==> src/rtl/ps2_key_decoder.sv <==
// ps2_key_decoder: PS/2 keyboard receiver with F0/E0 prefix stripping and a per-key held/press table.
// Ports: clk, rst_n (async active-low); ps2_clk, ps2_data (raw pins);
//        key_held/key_press (per tracked key); scan_code/scan_valid/scan_break/scan_ext (last decoded byte);
//        frame_err (pulse on bad start/parity/stop or in-frame timeout).
// Optional feature: define PS2_EXT_EN to treat E0 as an extended prefix reported on scan_ext.
module ps2_key_decoder #(
    parameter int                    NUM_KEYS       = 4,
    parameter logic [8*NUM_KEYS-1:0] KEY_CODES      = {8'h23, 8'h1B, 8'h1C, 8'h1D},
    parameter int                    FILTER_LEN     = 4,
    parameter int                    TIMEOUT_CYCLES = 50000
) (
    input  logic                clk,
    input  logic                rst_n,
    input  logic                ps2_clk,
    input  logic                ps2_data,
    output logic [NUM_KEYS-1:0] key_held,
    output logic [NUM_KEYS-1:0] key_press,
    output logic [7:0]          scan_code,
    output logic                scan_valid,
    output logic                scan_break,
    output logic                scan_ext,
    output logic                frame_err
);
    localparam int         TW    = $clog2(TIMEOUT_CYCLES + 1);
    localparam logic [3:0] FL_M1 = 4'(FILTER_LEN - 1);
    localparam logic [TW-1:0] TO_M1 = TW'(TIMEOUT_CYCLES - 1);
`ifdef PS2_EXT_EN
    localparam bit EXT_EN = 1'b1;
`else
    localparam bit EXT_EN = 1'b0;
`endif
    typedef enum logic [1:0] {IDLE, DATA, PARITY, STOP} state_t;
    logic [1:0]    clk_sync, data_sync;
    logic          clk_filt;
    logic [3:0]    filt_cnt;
    logic          filt_flip, strobe, data_bit;
    state_t        state, state_d;
    logic [2:0]    bit_cnt;
    logic [7:0]    shift;
    logic          par_ok;
    logic [TW-1:0] tmo_cnt;
    logic          frame_bad, byte_ok, tmo_hit, deliver;
    logic          brk_pend;
    logic [NUM_KEYS-1:0] match;
    // Pins idle high, so synchronisers and the filtered clock reset to 1 to avoid a false edge.
    always_ff @(posedge clk or negedge rst_n) begin
        if (!rst_n) begin
            clk_sync  <= 2'b11;
            data_sync <= 2'b11;
            clk_filt  <= 1'b1;
            filt_cnt  <= '0;
        end else begin
            clk_sync  <= {clk_sync[0], ps2_clk};
            data_sync <= {data_sync[0], ps2_data};
            if (clk_sync[1] == clk_filt) begin
                filt_cnt <= '0;
            end else if (filt_flip) begin
                clk_filt <= clk_sync[1];
                filt_cnt <= '0;
            end else begin
                filt_cnt <= filt_cnt + 4'd1;
            end
        end
    end
    // The FILTER_LEN-th consecutive differing sample flips the filtered level.
    assign filt_flip = (clk_sync[1] != clk_filt) && (filt_cnt == FL_M1);
    assign strobe    = filt_flip && clk_filt;
    assign data_bit  = data_sync[1];
    always_comb begin
        state_d   = state;
        frame_bad = 1'b0;
        byte_ok   = 1'b0;
        tmo_hit   = 1'b0;
        if (strobe) begin
            unique case (state)
                IDLE:   if (data_bit) frame_bad = 1'b1; else state_d = DATA;
                DATA:   if (bit_cnt == 3'd7) state_d = PARITY;
                PARITY: state_d = STOP;
                STOP: begin
                    state_d   = IDLE;
                    byte_ok   = data_bit && par_ok;
                    frame_bad = !(data_bit && par_ok);
                end
            endcase
        end else if (state != IDLE && tmo_cnt == TO_M1) begin
            state_d   = IDLE;
            frame_bad = 1'b1;
            tmo_hit   = 1'b1;
        end
    end
    always_ff @(posedge clk or negedge rst_n) begin
        if (!rst_n) begin
            state   <= IDLE;
            bit_cnt <= '0;
            shift   <= '0;
            par_ok  <= 1'b0;
            tmo_cnt <= '0;
        end else begin
            state   <= state_d;
            tmo_cnt <= (state == IDLE || strobe) ? '0 : tmo_cnt + 1'b1;
            if (strobe && state == IDLE)
                bit_cnt <= '0;
            if (strobe && state == DATA) begin
                shift   <= {data_bit, shift[7:1]};
                bit_cnt <= bit_cnt + 3'd1;
            end
            if (strobe && state == PARITY)
                par_ok <= ^{data_bit, shift};
        end
    end
    // Prefix bytes only arm flags; every other good byte is published with the flags and clears them.
    assign deliver = byte_ok && shift != 8'hF0 && !(EXT_EN && shift == 8'hE0);
    always_ff @(posedge clk or negedge rst_n) begin
        if (!rst_n) begin
            scan_code  <= '0;
            scan_valid <= 1'b0;
            scan_break <= 1'b0;
            frame_err  <= 1'b0;
            brk_pend   <= 1'b0;
        end else begin
            scan_valid <= deliver;
            frame_err  <= frame_bad;
            if (tmo_hit) begin
                brk_pend <= 1'b0;
            end else if (byte_ok && shift == 8'hF0) begin
                brk_pend <= 1'b1;
            end else if (deliver) begin
                scan_code  <= shift;
                scan_break <= brk_pend;
                brk_pend   <= 1'b0;
            end
        end
    end
`ifdef PS2_EXT_EN
    logic ext_pend;
    always_ff @(posedge clk or negedge rst_n) begin
        if (!rst_n) begin
            ext_pend <= 1'b0;
            scan_ext <= 1'b0;
        end else if (tmo_hit) begin
            ext_pend <= 1'b0;
        end else if (byte_ok && shift == 8'hE0) begin
            ext_pend <= 1'b1;
        end else if (deliver) begin
            scan_ext <= ext_pend;
            ext_pend <= 1'b0;
        end
    end
`else
    assign scan_ext = 1'b0;
`endif
    for (genvar k = 0; k < NUM_KEYS; k++) begin : g_match
        assign match[k] = KEY_CODES[8*k +: 8] == scan_code;
    end
    // Press pulses only on released-to-held, so typematic repeats stay silent.
    always_ff @(posedge clk or negedge rst_n) begin
        if (!rst_n) begin
            key_held  <= '0;
            key_press <= '0;
        end else begin
            key_press <= (scan_valid && !scan_break) ? match & ~key_held : '0;
            if (scan_valid)
                key_held <= scan_break ? key_held & ~match : key_held | match;
        end
    end
endmodule

==> config.mk <==
export PLATFORM = sky130hd
export DESIGN_NAME = ps2_key_decoder
export DESIGN_NICKNAME = d
export VERILOG_FILES = /design/src/rtl/ps2_key_decoder.sv
export SDC_FILE = /design/constraint.sdc
export NUM_CORES = 1
export LEC_CHECK = 0
export CAP_MARGIN = 0
export CELL_PAD_IN_SITES_DETAIL_PLACEMENT = 0
export CELL_PAD_IN_SITES_GLOBAL_PLACEMENT = 2
export CORE_UTILIZATION = 41
export CTS_CLUSTER_DIAMETER = 40
export DETAILED_ROUTE_END_ITERATION = 8
export PLACE_DENSITY = 0.82
export SYNTH_ARGS = -nofsm -noshare
export SYNTH_HDL_FRONTEND = slang
export SYNTH_SLANG_ARGS = --single-unit
==> constraint.sdc <==
create_clock -name clk -period 3.1 [get_ports clk]
set_input_delay 0.465 -clock clk [delete_from_list [all_inputs] [get_ports clk]]
set_output_delay 0.465 -clock clk [all_outputs]
set_load 0.1 [all_outputs]
==> results.py, run 1 <==
metrics = {
    "timing": {
        "worst_slew_pin_slew_ps": 693,
        "finalClockSkew_ps": 8.97,
        "fin_crit_sh_pct": 70.0,
        "whs_ps": 169,
        "slew_headroom_pct": 53.8,
        "final_max_slew_viol_count": 0,
        "setup_viol": 0,
        "fin_crit_ps": 2170,
        "worst_slack_ps": 929,
        "hold_viol": 0,
        "grt_setup_unrepaired": "no",
        "timing.fmax_ghz": 0.461,
        "fin_setup_tns_ps": 0,
    },
    "detailed_routing": {
        "dr.pass1.iters": 4,
        "avgRoutedWirePerCell_um": 13.7,
        "postRouteWirelength_um": 4620,
        "vias": 1727,
        "drt_iter0_markers": 48,
        "drc_errors": 0,
        "viasPerCell": 5.12,
        "ant_nets": 0,
    },
    "place": {
        "dp_hpwl_um": 3260,
        "placed_cell_area_mm2": 0.00293,
        "portBuffers": 22,
        "place.gp.congestion": 0.703,
        "pre_cts_ws_ps": 939,
    },
    "cells_and_area": {
        "final_cell_area_mm2": 0.00317,
        "fin_util_pct": 50.2,
        "n_antenna_cell": 0,
        "fin_nets": 271,
        "drive_gt1_share_pct": 23.5,
        "syn2layout_area_growth_pct": 18.9,
        "fill_cells": 571,
    },
    "setup_path": {
        "path_class": "reg2reg",
        "arrival_ps": 2400,
        "critPathLaunchType": "register",
        "max_stage_delay_ps": 630,
        "cp_top_family": "simple AND/OR/NAND/NOR gates",
        "path_cells": "ha_1 -> nor3b_2 -> a21o_1 -> or4_1 -> a31o_1",
        "worstPathMaxFanout": 17,
        "slowest_stage": "or4_1",
        "worst_setup_path_end_kind": "register",
        "worst-path-buf-inv": 0,
        "cp.required_ps": 3320,
    },
    "synthesis": {
        "syn_nets": 242,
        "yosys-top-cells-area": "dfrtp_1 (51%), mux2_2 (7.2%), ha_1 (5.6%)",
        "synthMostInstantiatedCell": "dfrtp_1",
        "yosysSeqAreaShare_pct": 55.6,
        "ys_seq_elements": 59,
        "synth_commonest_cells": "dfrtp_1 (54), nor2_1 (20), mux2_2 (17), nand2_1 (13)",
        "synth.distinct_cells": 43,
        "synth-edff-count": 0,
        "postSynthCellCount": 226,
        "syn-cell-area_mm2": 0.00267,
        "ys_async_sr_fraction_pct": 100,
        "yosysTopAreaCell": "dfrtp_1",
        "ys.flop_type": "dfrtp_1",
        "ys_warn_count": 0,
        "synth.top_cell.area_share_pct": 50.7,
        "synth_area_per_cell_um2": 11.8,
    },
    "clocking": {
        "ctsResizeCount": 0,
        "cts-root-buf": "clkbuf_8",
        "cts.htree.levels": 3,
        "clk_pin_slew_ps": 70,
        "clock_latency_ps": 340,
        "cts_hold_buf": 0,
        "cts_buffers": 9,
        "cts_max_path_buffers": 2,
        "post-cts-setup-buffers": 0,
        "clock_sinks": 59,
        "cts_tree": "done",
    },
    "status": {
        "status": "completed",
    },
    "global_route": {
        "antenna_found_initial": 0,
        "grt_pass1_wl_um": 7620,
        "grt_usage_pct": 15.9,
        "overflow": 0,
        "grt_pass1_vias": 1592,
        "grt_max_degree": 31,
    },
    "die": {
        "rows": 29,
        "die-area_mm2": 0.00683,
        "ios": 24,
        "start_util_pct": 42.2,
        "die_height_um": 82.6,
        "dieWidth_um": 82.6,
        "coreArea_mm2": 0.00631,
    },
    "min_path": {
        "hold_path.class": "in2async",
    },
    "pwr": {
        "power_density_mw_per_mm2": 606,
        "leakagePower_nw": 1.49,
        "vdd_drop_max_v": 0.000323,
    },
    "job": {
        "drv_cap": 0,
    },
}
## area by class of cell
cell class                      count  area (um^2)  share of cell area [%]
Sequential cell                    59         1480                    46.8
Multi-Input combinational cell    150         1110                    35.2
Timing Repair Buffer               23          188                    5.92
Clock buffer                       12          145                    4.58
Clock inverter                      4         97.6                    3.08
Tap cell                           77         96.3                    3.04
Inverter                           12         45.0                    1.42
## routing by layer
metal | vias to the layer above | wire, um | track usage [%]
li1 | 857 | - | -
met1 | 828 | 2300 | 21.0
met2 | 29 | 2020 | 22.5
met3 | 13 | 154 | 3.96
met4 | 0 | 154 | 11.4
met5 | - | 0 | 0
## flip-flops by register name, summed over array words and instances (netlist names), named ones only
name,count
tmo_cnt,16
bit_cnt,3
brk_pend,1
scan_code,8
scan_break,1
clk_sync,2
data_sync,2
filt_cnt,4
clk_filt,1
par_ok,1
shift,8
frame_err,1
key_press,4
scan_valid,1
state,2
## cells by family (layout without fill, tap and decap cells)
family	after synthesis	after routing	synth area share [%]
AOI/OAI and AO/OA	20	20	4.98
xor gates and xnor gates	17	17	5.59
adders and majority gates	12	12	5.63
buffers and inverters	17	51	2.58
DFF	59	59	55.6
muxes	23	23	9.44
other	1	1	0.141
and+or+nand+nor	77	77	16.0
## metrics by stage
stage / instances / total power [mW]
after global routing: 337 / 2.02
after floorplan: 226 / 1.02
final: 337 / 1.92
after detailed placement: 321 / 1.09
after CTS: 337 / 1.96
after global placement: 321 / 1.09
## power by group
group	switching, mW	internal (mW)	leakage, nW
sequential	0.0328	0.818	0.803
combinational	0.136	0.0795	0.570
clock	0.296	0.557	0.117
total	0.465	1.45	1.49
## cell usage in the layout (no fill, tap or decap), types with 2 or more instances in the layout
master,n
and4_1,2
nor3_1,3
mux2i_1,6
o21ai_0,5
nand3_1,8
or4_1,3
clkbuf_1,2
nor2b_1,2
xor2_1,8
nor4b_1,2
a22o_1,2
or3_1,2
inv_1,12
nand2_1,13
ha_1,12
and2_1,2
dfrtp_1,54
o31ai_1,4
o22ai_1,2
clkbuf_8,10
xnor2_1,9
a21oi_1,3
nor4_1,4
bufinv_16,3
mux2_2,17
clkdlybuf4s50_1,2
dfstp_2,5
nor2_1,20
nand4_1,6
buf_4,19
## path summary, 6_finish.rpt
check | from | end | slack [ps] | depth (start not counted)
worst min register to register | clk_sync[0]$_DFF_PN1_ | clk_sync[1]$_DFF_PN1_ | 350 | 0
worst min-delay path | rst_n | frame_err$_DFF_PN0_ | 170 | 1
worst max register to register | filt_cnt[0]$_DFF_PN0_ | brk_pend$_DFFE_PN0P_ | 930 | 5
min in group clk | clk_sync[0]$_DFF_PN1_ | clk_sync[1]$_DFF_PN1_ | 350 | 0
worst max-delay path | filt_cnt[0]$_DFF_PN0_ | brk_pend$_DFFE_PN0P_ | 930 | 5
max in group asynchronous | rst_n | key_press[0]$_DFF_PN0_ | 2340 | 2
(Power assumes the default switching activity.)
==> run 2, diff against run 1 <==
--- a/config.mk
+++ b/config.mk
@@ -8,10 +8,10 @@
 export CAP_MARGIN = 0
 export CELL_PAD_IN_SITES_DETAIL_PLACEMENT = 0
 export CELL_PAD_IN_SITES_GLOBAL_PLACEMENT = 2
-export CORE_UTILIZATION = 41
+export CORE_UTILIZATION = 38
 export CTS_CLUSTER_DIAMETER = 40
 export DETAILED_ROUTE_END_ITERATION = 8
-export PLACE_DENSITY = 0.82
+export PLACE_DENSITY = 0.77
 export SYNTH_ARGS = -nofsm -noshare
 export SYNTH_HDL_FRONTEND = slang
 export SYNTH_SLANG_ARGS = --single-unit
==> constraint.sdc (replaced) <==
create_clock -name clk -period 2 [get_ports clk]
set_input_delay 0.3 -clock clk [delete_from_list [all_inputs] [get_ports clk]]
set_output_delay 0.3 -clock clk [all_outputs]
set_load 0.1 [all_outputs]
==> results.py, run 2 (same netlist as run 1, synthesis figures left out) <==
metrics = {
    "status": {
        "status": "finished, violations left",
        "violations": "design-rule violations",
    },
    "cells_and_area": {
        "layout_common_cells": "dfrtp_1 (54), buf_4 (24), nor2_1 (20), mux2_2 (17), nand2_1 (13)",
        "syn2layout_area_growth_pct": 22.5,
        "multiInputGateArea_mm2": 0.00112,
        "fin_nets": 278,
        "final_common_cell": "dfrtp_1",
        "largest_reg_flops": 16,
        "top_register": "tmo_cnt",
        "seq_area_mm2": 0.00148,
        "reg_top3": "tmo_cnt: 16 flops, scan_code: 8 flops, shift: 8 flops",
        "n_antenna_cell": 0,
        "fill_cells": 630,
        "drive_gt1_share_pct": 26.2,
        "final_cell_area_mm2": 0.00326,
    },
    "detailed_routing": {
        "postRouteWirelength_um": 4780,
        "drc_errors": 1,
        "avgRoutedWirePerCell_um": 13.2,
        "viasPerCell": 4.74,
        "vias": 1719,
        "drt_iter0_markers": 56,
        "ant_nets": 0,
        "dr.pass1.iters": 6,
    },
    "setup_path": {
        "worst_setup_path_end_kind": "register",
        "arrival_ps": 2140,
        "critPathLaunchType": "register",
        "ff2ff_setup_slack_ps": 90,
        "r2r-end": "brk_pend$_DFFE_PN0P_",
        "cp.required_ps": 2240,
        "worstPathMaxFanout": 7,
        "r2r_start": "filt_cnt[0]$_DFF_PN0_",
        "path_class": "reg2reg",
        "reg2regPathDepth": 5,
    },
    "place": {
        "portBuffers": 22,
        "dp_hpwl_um": 3390,
        "place.gp.congestion": 0.732,
        "placed_cell_area_mm2": 0.00300,
    },
    "timing": {
        "fin_setup_tns_ps": 0,
        "fin_crit_sh_pct": 95.3,
        "timing.fmax_ghz": 0.525,
        "hold_viol": 0,
        "setup_viol": 0,
        "fin_crit_ps": 1910,
        "finalClockSkew_ps": 6.33,
        "final_max_slew_viol_count": 0,
        "grt_setup_unrepaired": "no",
    },
    "min_path": {
        "hp-start": "clk_sync[0]$_DFF_PN1_",
        "holdPathStages": 0,
        "min_to": "clk_sync[1]$_DFF_PN1_",
        "hold_path.class": "reg2reg",
    },
    "clocking": {
        "clock_sinks": 59,
        "cts_buffers": 9,
        "cts.htree.levels": 3,
        "cts-root-buf": "clkbuf_8",
        "clock_latency_ps": 340,
        "cts_max_path_buffers": 2,
        "clk_pin_slew_ps": 70,
        "cts_tree": "done",
    },
    "die": {
        "start_util_pct": 39.2,
        "dieWidth_um": 85.7,
        "rows": 30,
        "die_height_um": 85.7,
        "coreArea_mm2": 0.00679,
        "ios": 24,
        "die-area_mm2": 0.00735,
    },
    "pwr": {
        "vdd_drop_max_v": 0.000458,
        "power_density_mw_per_mm2": 920,
        "leakagePower_nw": 1.53,
    },
    "global_route": {
        "grt_pass1_wl_um": 8550,
        "grt_max_degree": 30,
        "overflow": 0,
        "grt_pass1_vias": 1735,
        "grt_usage_pct": 15.3,
        "antenna_found_initial": 0,
    },
    "job": {
        "drv_cap": 0,
    },
}
-- run 2: cell count changes in the layout (fill, tap and decap cells not counted), sizes merged --
cell,before,now
clkinv,0,3
buf,21,27
dlygate4sd3,0,1
clkbuf,12,9
-- run 2: layout make-up --
class	count	share of cell area [%]
clock buffers	9	3.79
clock inverters	7	3.56
inverters	12	1.38
multi-input cells	150	34.3
flip-flops and latches	59	45.4
well taps	96	3.68
repair buffers	30	7.82
-- run 2: how the worst max path moves through the flow --
stage | startpoint | end | slack, ps | cells after the start
final | filt_cnt[0]$_DFF_PN0_ | brk_pend$_DFFE_PN0P_ | 90 | 5
after detailed placement | filt_cnt[0]$_DFF_PN0_ | shift[6]$_DFFE_PN0P_ | 50 | 5
after global routing | tmo_cnt[5]$_DFF_PN0_ | brk_pend$_DFFE_PN0P_ | 20 | 4
after floorplan | scan_code[4]$_DFFE_PN0P_ | register | 2 | 4
after CTS | filt_cnt[0]$_DFF_PN0_ | shift[6]$_DFFE_PN0P_ | 30 | 5
after global placement | tmo_cnt[5]$_DFF_PN0_ | brk_pend$_DFFE_PN0P_ | 110 | 4
-- run 2: where the power goes --
group | internal (mW) | switching, mW
Combinational | 0.150 | 0.226
Clock | 0.824 | 0.484
Sequential | 1.27 | 0.0509
-- run 2: what timing repair did --
item	in CTS	in global routing
resized for setup	0	2
hold buffers	1	0
setup buffers	0	1
endpoints found under the setup margin	0	14
hold endpoints to repair	13	0
-- run 2: through the flow --
step	util, %	power (mW)	worst slack [ps]	hold slack [ps]	std cells
6_report	48.0	3.00	95.0	357	363
5_1_grt	48.0	3.16	20.2	347	363
4_1_cts	47.8	3.05	32.9	345	362
3_5_place_dp	44.1	1.72	47.5	265	345
3_3_place_gp	44.1	1.72	113	256	345
2_1_floorplan	-	1.58	1.93	4.41	226
-- run 2: worst max-delay path, stage by stage (launching register included) --
cell,delay [ps]
dfrtp_1,400
ha_1,230
nor3b_4,180
a21o_1,190
or4_1,570
a31o_1,240
-- run 2: routing by layer --
metal	global-route usage (%)	vias up	routed length, um
met1	20.1	815	2330
met5	0	-	0
met4	6.36	0	85
li1	-	870	-
met2	22.6	25	2180
met3	6.16	9	182
